<file path="src/rtl/sisc_pkg.sv">
// Shared types and constants for the sisc instruction fetch unit.
package sisc_pkg;

    localparam int              IR_W   = 32;
    localparam logic [IR_W-1:0] NOP    = 32'h0;
    localparam int              AW_DEF = 8;

    typedef enum logic [1:0] {
        S_IDLE,
        S_FETCH,
        S_VALID,
        S_HALT
    } fetch_state_e;

endpackage

</file>
<file path="src/rtl/sisc_ifetch_if.sv">
// Instruction-memory read port: req/ack handshake with a word address and 32-bit data.
interface sisc_ifetch_if
    import sisc_pkg::*;
#(
    parameter int AW = AW_DEF
);
    logic            req;
    logic [AW-1:0]   addr;
    logic            ack;
    logic [IR_W-1:0] rdata;

    modport master (output req, output addr, input ack, input rdata);
    modport slave  (input req, input addr, output ack, output rdata);
endinterface

</file>
<file path="src/rtl/sisc_ifetch_pbuf.sv">
// One-entry prefetch buffer plus the flag that marks an in-flight read as stale.
// Only present in builds with IFETCH_PREFETCH_EN defined.
`ifdef IFETCH_PREFETCH_EN
module sisc_ifetch_pbuf
    import sisc_pkg::*;
(
    input  logic            clk,
    input  logic            rst_f,
    input  logic            fill_i,
    input  logic [IR_W-1:0] fill_data_i,
    input  logic            clr_i,
    input  logic            drop_set_i,
    input  logic            drop_clr_i,
    output logic            full_o,
    output logic [IR_W-1:0] data_o,
    output logic            drop_o
);
    logic            full_q;
    logic [IR_W-1:0] data_q;
    logic            drop_q;

    // Buffer slot: any retire empties it (consumed or discarded), otherwise a fill loads it.
    always_ff @(posedge clk) begin
        if (rst_f) begin
            full_q <= 1'b0;
            data_q <= NOP;
            drop_q <= 1'b0;
        end else begin
            if (clr_i) begin
                full_q <= 1'b0;
            end else if (fill_i) begin
                full_q <= 1'b1;
                data_q <= fill_data_i;
            end
            if (drop_set_i)      drop_q <= 1'b1;
            else if (drop_clr_i) drop_q <= 1'b0;
        end
    end

    assign full_o = full_q;
    assign data_o = data_q;
    assign drop_o = drop_q;
endmodule
`endif

</file>
<file path="src/rtl/sisc_ifetch.sv">
// sisc instruction fetch: owns the PC, reads imem over req/ack, presents ir to the core
// until retired, applies branch redirects and halt.
// Build option: IFETCH_PREFETCH_EN adds a one-entry prefetch buffer (1 instr/cycle).
module sisc_ifetch
    import sisc_pkg::*;
#(
    parameter int            AW       = AW_DEF,
    parameter logic [AW-1:0] RESET_PC = '0
)(
    input  logic            clk,
    input  logic            rst_f,
    sisc_ifetch_if.master   imem,
    output logic [IR_W-1:0] ir,
    output logic            ir_valid,
    input  logic            ir_ready,
    input  logic            br_taken,
    input  logic [AW-1:0]   br_target,
    input  logic            halt,
    output logic [AW-1:0]   pc
);
    fetch_state_e    state_q;
    logic [AW-1:0]   pc_q, pc_next_q, addr_q;
    logic [IR_W-1:0] ir_q;
    logic            ir_valid_q, req_q;

    logic            ack, retire;
    logic [AW-1:0]   seq_pc;

    // An ack only counts against our own outstanding request.
    assign ack    = req_q & imem.ack;
    assign retire = ir_valid_q & ir_ready;
    assign seq_pc = pc_q + AW'(1);

`ifdef IFETCH_PREFETCH_EN
    logic            pf_full, pf_drop, pf_hit;
    logic [IR_W-1:0] pf_data, pf_word;
    logic            in_valid;

    assign in_valid = (state_q == S_VALID);
    // Next sequential word is available either from the buffer or arriving right now.
    assign pf_hit   = pf_full | ack;
    assign pf_word  = pf_full ? pf_data : imem.rdata;

    sisc_ifetch_pbuf u_pbuf (
        .clk         (clk),
        .rst_f       (rst_f),
        .fill_i      (in_valid & ack & ~retire),
        .fill_data_i (imem.rdata),
        .clr_i       (in_valid & retire),
        .drop_set_i  (in_valid & retire & (halt | br_taken) & req_q & ~imem.ack),
        .drop_clr_i  (pf_drop & ack),
        .full_o      (pf_full),
        .data_o      (pf_data),
        .drop_o      (pf_drop)
    );

    // Fetch FSM with prefetch: a redirect waits for any in-flight read to land (and drops it).
    always_ff @(posedge clk) begin
        if (rst_f) begin
            state_q    <= S_IDLE;
            pc_q       <= RESET_PC;
            pc_next_q  <= RESET_PC;
            addr_q     <= RESET_PC;
            ir_q       <= NOP;
            ir_valid_q <= 1'b0;
            req_q      <= 1'b0;
        end else begin
            case (state_q)
                S_IDLE: begin
                    state_q <= S_FETCH;
                    req_q   <= 1'b1;
                    addr_q  <= pc_next_q;
                end
                S_FETCH: begin
                    if (ack) begin
                        if (pf_drop) begin
                            // stale prefetch landed; the redirect read starts now
                            addr_q <= pc_next_q;
                        end else begin
                            ir_q       <= imem.rdata;
                            pc_q       <= pc_next_q;
                            ir_valid_q <= 1'b1;
                            req_q      <= 1'b0;
                            state_q    <= S_VALID;
                        end
                    end
                end
                S_VALID: begin
                    if (retire) begin
                        if (halt) begin
                            ir_valid_q <= 1'b0;
                            req_q      <= req_q & ~imem.ack;
                            state_q    <= S_HALT;
                        end else if (br_taken) begin
                            ir_valid_q <= 1'b0;
                            pc_next_q  <= br_target;
                            state_q    <= S_FETCH;
                            if (!(req_q && !imem.ack)) begin
                                req_q  <= 1'b1;
                                addr_q <= br_target;
                            end
                        end else if (pf_hit) begin
                            ir_q   <= pf_word;
                            pc_q   <= seq_pc;
                            req_q  <= 1'b1;
                            addr_q <= pc_q + AW'(2);
                        end else begin
                            // prefetch (if any) is already for seq_pc; S_FETCH picks it up
                            ir_valid_q <= 1'b0;
                            pc_next_q  <= seq_pc;
                            req_q      <= 1'b1;
                            addr_q     <= seq_pc;
                            state_q    <= S_FETCH;
                        end
                    end else if (ack) begin
                        req_q <= 1'b0;
                    end else if (!req_q && !pf_full) begin
                        req_q  <= 1'b1;
                        addr_q <= seq_pc;
                    end
                end
                S_HALT: begin
                    if (ack) req_q <= 1'b0;
                end
                default: state_q <= S_IDLE;
            endcase
        end
    end
`else
    logic [AW-1:0] redir_pc;
    assign redir_pc = br_taken ? br_target : seq_pc;

    // Fetch FSM without prefetch: one read per instruction, issued after retire.
    always_ff @(posedge clk) begin
        if (rst_f) begin
            state_q    <= S_IDLE;
            pc_q       <= RESET_PC;
            pc_next_q  <= RESET_PC;
            addr_q     <= RESET_PC;
            ir_q       <= NOP;
            ir_valid_q <= 1'b0;
            req_q      <= 1'b0;
        end else begin
            case (state_q)
                S_IDLE: begin
                    state_q <= S_FETCH;
                    req_q   <= 1'b1;
                    addr_q  <= pc_next_q;
                end
                S_FETCH: begin
                    if (ack) begin
                        ir_q       <= imem.rdata;
                        pc_q       <= pc_next_q;
                        ir_valid_q <= 1'b1;
                        req_q      <= 1'b0;
                        state_q    <= S_VALID;
                    end
                end
                S_VALID: begin
                    if (retire) begin
                        ir_valid_q <= 1'b0;
                        if (halt) begin
                            state_q <= S_HALT;
                        end else begin
                            pc_next_q <= redir_pc;
                            addr_q    <= redir_pc;
                            req_q     <= 1'b1;
                            state_q   <= S_FETCH;
                        end
                    end
                end
                S_HALT:  ;
                default: state_q <= S_IDLE;
            endcase
        end
    end
`endif

    assign imem.req  = req_q;
    assign imem.addr = addr_q;
    assign ir        = ir_q;
    assign ir_valid  = ir_valid_q;
    assign pc        = pc_q;
endmodule
</file>
<file path="src/flat_wrapper.sv">
// flat-port wrapper written by rule: the top's interface ports become plain ports
module sisc_ifetch_flat import sisc_pkg::*;
#(
    parameter int            AW       = AW_DEF,
    parameter logic [AW-1:0] RESET_PC = '0
)
  (clk, rst_f, ir, ir_valid, ir_ready, br_taken, br_target, halt, pc, imem_req, imem_addr, imem_ack, imem_rdata);
  sisc_ifetch_if #(.AW(AW)) imem_i ();
  input  logic clk;
  input  logic rst_f;
  output logic [IR_W-1:0] ir;
  output logic ir_valid;
  input  logic ir_ready;
  input  logic br_taken;
  input  logic [AW-1:0] br_target;
  input  logic halt;
  output logic [AW-1:0] pc;
  output wire logic [$bits(imem_i.req)-1:0] imem_req;
  output wire logic [$bits(imem_i.addr)-1:0] imem_addr;
  input wire logic [$bits(imem_i.ack)-1:0] imem_ack;
  input wire logic [$bits(imem_i.rdata)-1:0] imem_rdata;
  assign imem_req = imem_i.req;
  assign imem_addr = imem_i.addr;
  assign imem_i.ack = imem_ack;
  assign imem_i.rdata = imem_rdata;
  sisc_ifetch #(.AW(AW), .RESET_PC(RESET_PC)) u_core (.clk(clk), .rst_f(rst_f), .imem(imem_i), .ir(ir), .ir_valid(ir_valid), .ir_ready(ir_ready), .br_taken(br_taken), .br_target(br_target), .halt(halt), .pc(pc));
endmodule
</file>
<file path="config.mk">
export PLATFORM = sky130hd
export DESIGN_NAME = sisc_ifetch_flat
export DESIGN_NICKNAME = d
export VERILOG_FILES = /design/src/rtl/sisc_pkg.sv /design/src/rtl/sisc_ifetch_if.sv /design/src/rtl/sisc_ifetch_pbuf.sv /design/src/rtl/sisc_ifetch.sv /design/src/flat_wrapper.sv
export SDC_FILE = /design/constraint.sdc
export NUM_CORES = 1
export LEC_CHECK = 0
export BUFFER_PORTS_ARGS = -buffer_cell sky130_fd_sc_hd__buf_2
export CORE_UTILIZATION = 45
export DETAILED_ROUTE_END_ITERATION = 12
export GPL_TIMING_DRIVEN = 0
export PLACE_DENSITY = 0.72
export SYNTH_ARGS = -nofsm -noshare
export SYNTH_HDL_FRONTEND = slang
export SYNTH_SLANG_ARGS = --single-unit
</file>
<file path="constraint.sdc">
create_clock -name clk -period 3.9 [get_ports clk]
set_input_delay 0.78 -clock clk [delete_from_list [all_inputs] [get_ports clk]]
set_output_delay 0.78 -clock clk [all_outputs]
set_load 0.01 [all_outputs]
</file>
## Yosys cells after proc, flatten, opt, wreduce, memory -nomap -nowiden

Index checks and enable logic that the tools add are counted.

| cells by class | value |
|---|---|
| mux-type cells | 15 |
| add/subtract/negate cells | 1 |
| bitwise operators | 3 |
| reductions and logical operators | 10 |
| equal/unequal tests | 5 |

Operators by type and width:

| cell | count |
|---|---|
| $mux W8 | 3 |
| $pmux W8 S2 | 1 |
| $reduce_and A3 Y1 | 4 |
| $add A8 B1 Y8 const B | 1 |
| $mux W2 | 3 |
| $pmux W2 S3 | 1 |
| $mux W1 | 5 |
| $ne A2 B1 Y1 const B | 2 |
| $reduce_and A4 Y1 | 1 |
| $reduce_bool A2 Y1 | 2 |
| $pmux W1 S3 | 1 |
| $reduce_bool A3 Y1 | 1 |
| $and A1 B1 Y1 | 2 |
| $eq A2 B1 Y1 const B | 1 |
| $eq A2 B2 Y1 const B | 1 |
| $logic_not A2 Y1 | 1 |
| $ne A2 B2 Y1 const B | 1 |
| $pmux W1 S2 | 1 |
| $reduce_and A2 Y1 | 1 |
| $not A1 Y1 | 1 |

| storage, ports and cells | value |
|---|---|
| flip-flop bits (word level) | 60 |
| output and inout bits | 50 |
| input port bits | 46 |

## Longest topological paths before layout

| logic depth | value |
|---|---|
| depth after elaboration | 5 |
| depth in mapped cells | 8 |
| gate-level depth less buffers | 6 |

## Worst setup path after synthesis

No wires, ideal clock.

| timing path | value |
|---|---|
| path kind | input port to flip-flop |
| start point | input rst_f |
| end point | register u_core.addr_q[0], in the netlist u_core.imem.addr[0] |
| stages on the path | 4 |
| arrival | 1534 ps |
| path slack | 2234 ps |
| cells stage by stage | buf_2 -> clkbuf_1 -> buf_1 -> a21oi_1 |

RTL lines:

| what | RTL line | RTL |
|---|---|---|
| start: declaration | flat_wrapper.sv:10 | `input logic rst_f;` |
| end signal: assignment | sisc_ifetch.sv:148 | `addr_q <= pc_next_q;` |
| end signal: assignment | sisc_ifetch.sv:166 | `addr_q <= redir_pc;` |
| end: declaration | sisc_ifetch.sv:22 | `logic [AW-1:0] pc_q, pc_next_q, addr_q;` |

No word-level cell between the ends.

## Final worst setup path

| timing path | value |
|---|---|
| start point | input rst_f |
| end point | register u_core.pc_next_q[5] |

RTL lines:

| what | RTL line | RTL |
|---|---|---|
| end signal: assignment | sisc_ifetch.sv:165 | `pc_next_q <= redir_pc;` |
| end: declaration | sisc_ifetch.sv:22 |  |

No word-level cell between the ends.

==> results.env <==
OUTCOME='complete, no violations'
TIMING_HOLD_VIOLATIONS_FINAL=0
FINALNETCOUNT=474
SYNTH_TOP_FAMILY_BY_AREA='simple AND/OR/NAND/NOR gates'
YOSYS.CELL_COUNT.TOP_TYPE='sky130_fd_sc_hd__nand2_1'
CTSLONGESTPATHBUFFERS=2
SYN_AREA_PER_CELL_UM2=8.038
TOP_LEVEL_PORTS=96
SYN-INSTANCE-COUNT=318
MAIN_FLOP_TYPE_AFTER_SYNTHESIS='sky130_fd_sc_hd__dfxtp_1'
TIMING.CRITICAL_PATH.SLOWEST_CELL_DELAY_NS=0.52
YOSYS.AREA_SHARE.SIMPLE=0.2247
START_UTIL=0.4642
FILL_CELLS=535
TOTAL_ITERATIONS_OF_THE_FIRST_DETAILED_ROUTING_RUN=4
POST_CTS_RESIZE_COUNT=0
WIRE_PER_INST_UM=12.78
DETAILED_PLACE_HPWL_UM=4603
WORST_R2R_ENDPOINT='u_core.imem.addr[3]$_SDFFE_PP0P_'
MAX_SLEW_MARGIN=0.6093
CRITPATHKIND='primary input to flop'
CORE.ROWCOUNT=27
H_TREE_LEVELS=3
CLOCK_NET_SINK_COUNT=60
TIMING.FMAX_MHz=557.5
DETAIL_ROUTE.VIAS_PER_CELL=5.044
HOLDPATHSTAGES=2
ROUTED_WIRELENGTH_UM=6376
SYNTH_SEQ_AREA_SHARE=0.4699
HOLD_START='u_core.ir[22]$_SDFFE_PP0P_'
CP_CELL_SEQUENCE='buf_2 -> clkbuf_1 -> buf_1 -> a21oi_1'
YS_TOP_CELLS_BY_COUNT='102 x sky130_fd_sc_hd__nand2_1, 60 x sky130_fd_sc_hd__dfxtp_1, 51 x sky130_fd_sc_hd__a21oi_1'
CTS.CLK_SLEW.WORST_PATHS_NS=0.06
POST-ROUTE-MIN-PERIOD_NS=1.794
POST_SYNTHESIS_COMPOUND_GATE_AREA_FRACTION=0.1968
LEAKAGEPOWER_nW=1.414
BUFFER_AND_INVERTER_COUNT_ON_THE_WORST_PATH=3
SYNTH.FF_LATCH_COUNT=60
SYNTHXORXNORAREAFRAC=0.003426
CTS-BUFFERS-INSERTED=9
HOLD_REMOVAL_PATH_CLASS='flop to flop'
CRITICAL_PATH.SLOWEST_CELL='sky130_fd_sc_hd__buf_1'
MAX_CAP_VIOL_COUNT=0
ROUTE.DETAILED.DRC=0
FP.DIEW_UM=77.37
CHIPHEIGHT_UM=77.37
REG2REG_SETUP_SLACK_NS=2.11
PWR_PER_CELL_AREA_mW_PER_MM2=533.2
SETUP_REPAIR_AFTER_GLOBAL_ROUTING_MISSED_ITS_MARGIN='false'
ROUTED-VIA-COUNT=2517
YS_ASYNC_SR_FRACTION=0
SYNTHMUXAREASHARE=0.02349
GRT_START_MAX_NET_PINS=11
SKEW_NS=0.008158
PERIOD_UTILISATION_LAYOUT=0.4599
WORSTSETUPENDPOINTTYPE='flop'
CLK_LATENCY_NS=0.34
SYNTH.DISTINCT_CELLS=40
SYNTH.YOSYS.WARNINGS=0
CLOCK_TREE_FROM_TRITONCTS='yes'
NETLIST.TOP_CELL.BY_AREA='sky130_fd_sc_hd__dfxtp_1'
ANTENNA_FOUND_INITIAL=0
SYNTH_AREA_LEADERS='sky130_fd_sc_hd__dfxtp_1 47%, sky130_fd_sc_hd__nand2_1 15%, sky130_fd_sc_hd__a21oi_1 10%'
WORST_R2R_STARTPOINT='u_core.state_q[0]$_SDFFE_PP0P_'
SYNTH-EDFF-COUNT=0
DETAIL_ROUTE.ITER0.VIOLATIONS=114
SETUP_VIOL=0
REMAINING_ANTENNA_VIOLATION_COUNT=0
SYNTH_FA_HA_AREA_FRAC=0.02937
WORSTPATHARRIVAL_NS=1.98
CTS-ROOT-BUF='sky130_fd_sc_hd__clkbuf_8'
GLOBALROUTETOTALUTIL=0.2159
POSTSYNTHNETCOUNT=370
FINAL_AREA_MM2=0.003314
PATH_MAX_FANOUT=10
CTS_SETUP_BUFFERS=0
WORST_PATH_DOMINANT_CELL_FAMILY='buffers and inverters'
REQUIRED_NS=4.09
FINAL_LAYOUT_SIZE_SUFFIX_GT1_FRAC=0.2881
SYNTHTOLAYOUTAREAGROWTH_PCT=29.66
WORSTMARGINPINSLEW_NS=0.5861
NUMPORTBUFFERS=93
PLACED_CELL_AREA_MM2=0.003112
GP_CONGESTION=0.8608
ANTENNA_CELLS=0
TIMING.HOLD.WORST_ENDPOINT='u_core.ir[22]$_SDFFE_PP0P_'
REG2REGPATHDEPTH=6
GRT_FIRST_PASS_WIRELENGTH_UM=10090
SETUP_TOTAL_NEGATIVE_SLACK_NS=0
CRITPATHLAUNCHTYPE='primary input'
CORE_REGION_AREA_MM2=0.005507
NETLIST.AREA_LEADER.SHARE=0.4699
GLOBALROUTEOVERFLOWTOTAL=0
VIAS_IN_THE_FIRST_GLOBAL_ROUTE=2161
POWER.IR.VDD_WORST_mV=0.3421
SYN-CELL-AREA_MM2=0.002556
MAX_SLEW_VIOLATION_COUNT=0
FP.DIEAREA_MM2=0.005986
HOLDBUFCOUNTCTS=0
-- final cells by class --
cell class,instances,area (um2),share of cell area
plain buffers,23,112.6,0.03398
clock buffers,12,155.1,0.04681
clock inverters,4,47.55,0.01435
inverters,5,21.27,0.006418
multi-input cells,230,1221,0.3684
flip-flops and latches,60,1201,0.3624
well taps,72,90.09,0.02718
repair buffers,93,465.4,0.1404
-- state kept, by name (all words and copies together) (netlist names) --
name	flops
u_core.state_q	2
u_core.pc_next_q	8
u_core.pc	8
u_core.imem.req	1
u_core.ir	32
u_core.ir_valid	1
u_core.imem.addr	8
-- cells by family after synthesis --
kind of cell | after synthesis
compound gates | 80
xor+xnor | 1
fa+ha+maj | 6
buf+inv | 28
flops | 60
mux | 6
simple gates | 137
-- layout by cell type (no fill, tap or decap), types with 3 or more instances in the layout --
cell type	Yosys	final
sky130_fd_sc_hd__ha_1	6	6
sky130_fd_sc_hd__inv_1	4	4
sky130_fd_sc_hd__nand2b_1	4	4
sky130_fd_sc_hd__a21oi_1	51	51
sky130_fd_sc_hd__a211oi_1	4	4
sky130_fd_sc_hd__mux2i_1	6	6
sky130_fd_sc_hd__clkbuf_8	0	11
sky130_fd_sc_hd__nand3_1	3	3
sky130_fd_sc_hd__a311oi_1	5	5
sky130_fd_sc_hd__o311ai_0	8	8
sky130_fd_sc_hd__nor2_1	15	15
sky130_fd_sc_hd__dfxtp_1	60	60
sky130_fd_sc_hd__buf_2	6	99
sky130_fd_sc_hd__clkbuf_1	13	14
sky130_fd_sc_hd__nand2_1	102	102
-- worst max-delay path by stage --
stage                     slack, ns                           start                                to  cells after the start
after global routing           1.96  u_core.state_q[0]$_SDFFE_PP0P_  u_core.imem.addr[3]$_SDFFE_PP0P_                      6
after global placement         1.79                           rst_f  u_core.pc_next_q[3]$_SDFFE_PP0P_                      4
after detailed placement       1.72                           rst_f  u_core.pc_next_q[5]$_SDFFE_PP0P_                      4
after CTS                      2.08                           rst_f  u_core.pc_next_q[5]$_SDFFE_PP0P_                      4
final                          2.11                           rst_f  u_core.pc_next_q[5]$_SDFFE_PP0P_                      4
after floorplan                2.23                           rst_f  u_core.imem.addr[0]$_SDFFE_PP0P_                      4
-- routing by layer --
layer,track usage,up-vias,wire length [um]
li1,-,1290,-
met1,0.2769,1154,2772
met2,0.3416,61,3079
met3,0.04353,12,376
met4,0.1132,0,148
met5,0,-,0
-- worst min-delay path: stages (launching register included) --
cell	delay, ns
sky130_fd_sc_hd__dfxtp_1	0.31
sky130_fd_sc_hd__nand2_1	0.05
sky130_fd_sc_hd__a21oi_1	0.05
-- power by group --
part	switching [W]	total (W)	internal (W)	leakage, nW
Sequential	0.0000437	0.000729	0.000686	0.486
Clock	0.000240	0.000568	0.000328	0.102
Combinational	0.000278	0.000470	0.000192	0.826
-- through the flow --
step	setup WS, ns	power (W)	hold slack [ns]	util	instances
after floorplan	2.234	0.001054	0.4445	-	318
after global placement	1.791	0.001206	0.4382	0.5651	483
after detailed placement	1.717	0.001216	0.4437	0.5651	483
after CTS	2.078	0.001783	0.4532	0.6019	499
after global routing	1.960	0.001865	0.4704	0.6019	499
final	2.106	0.001767	0.4515	0.6019	499
Power figures use the tool's default switching activity.
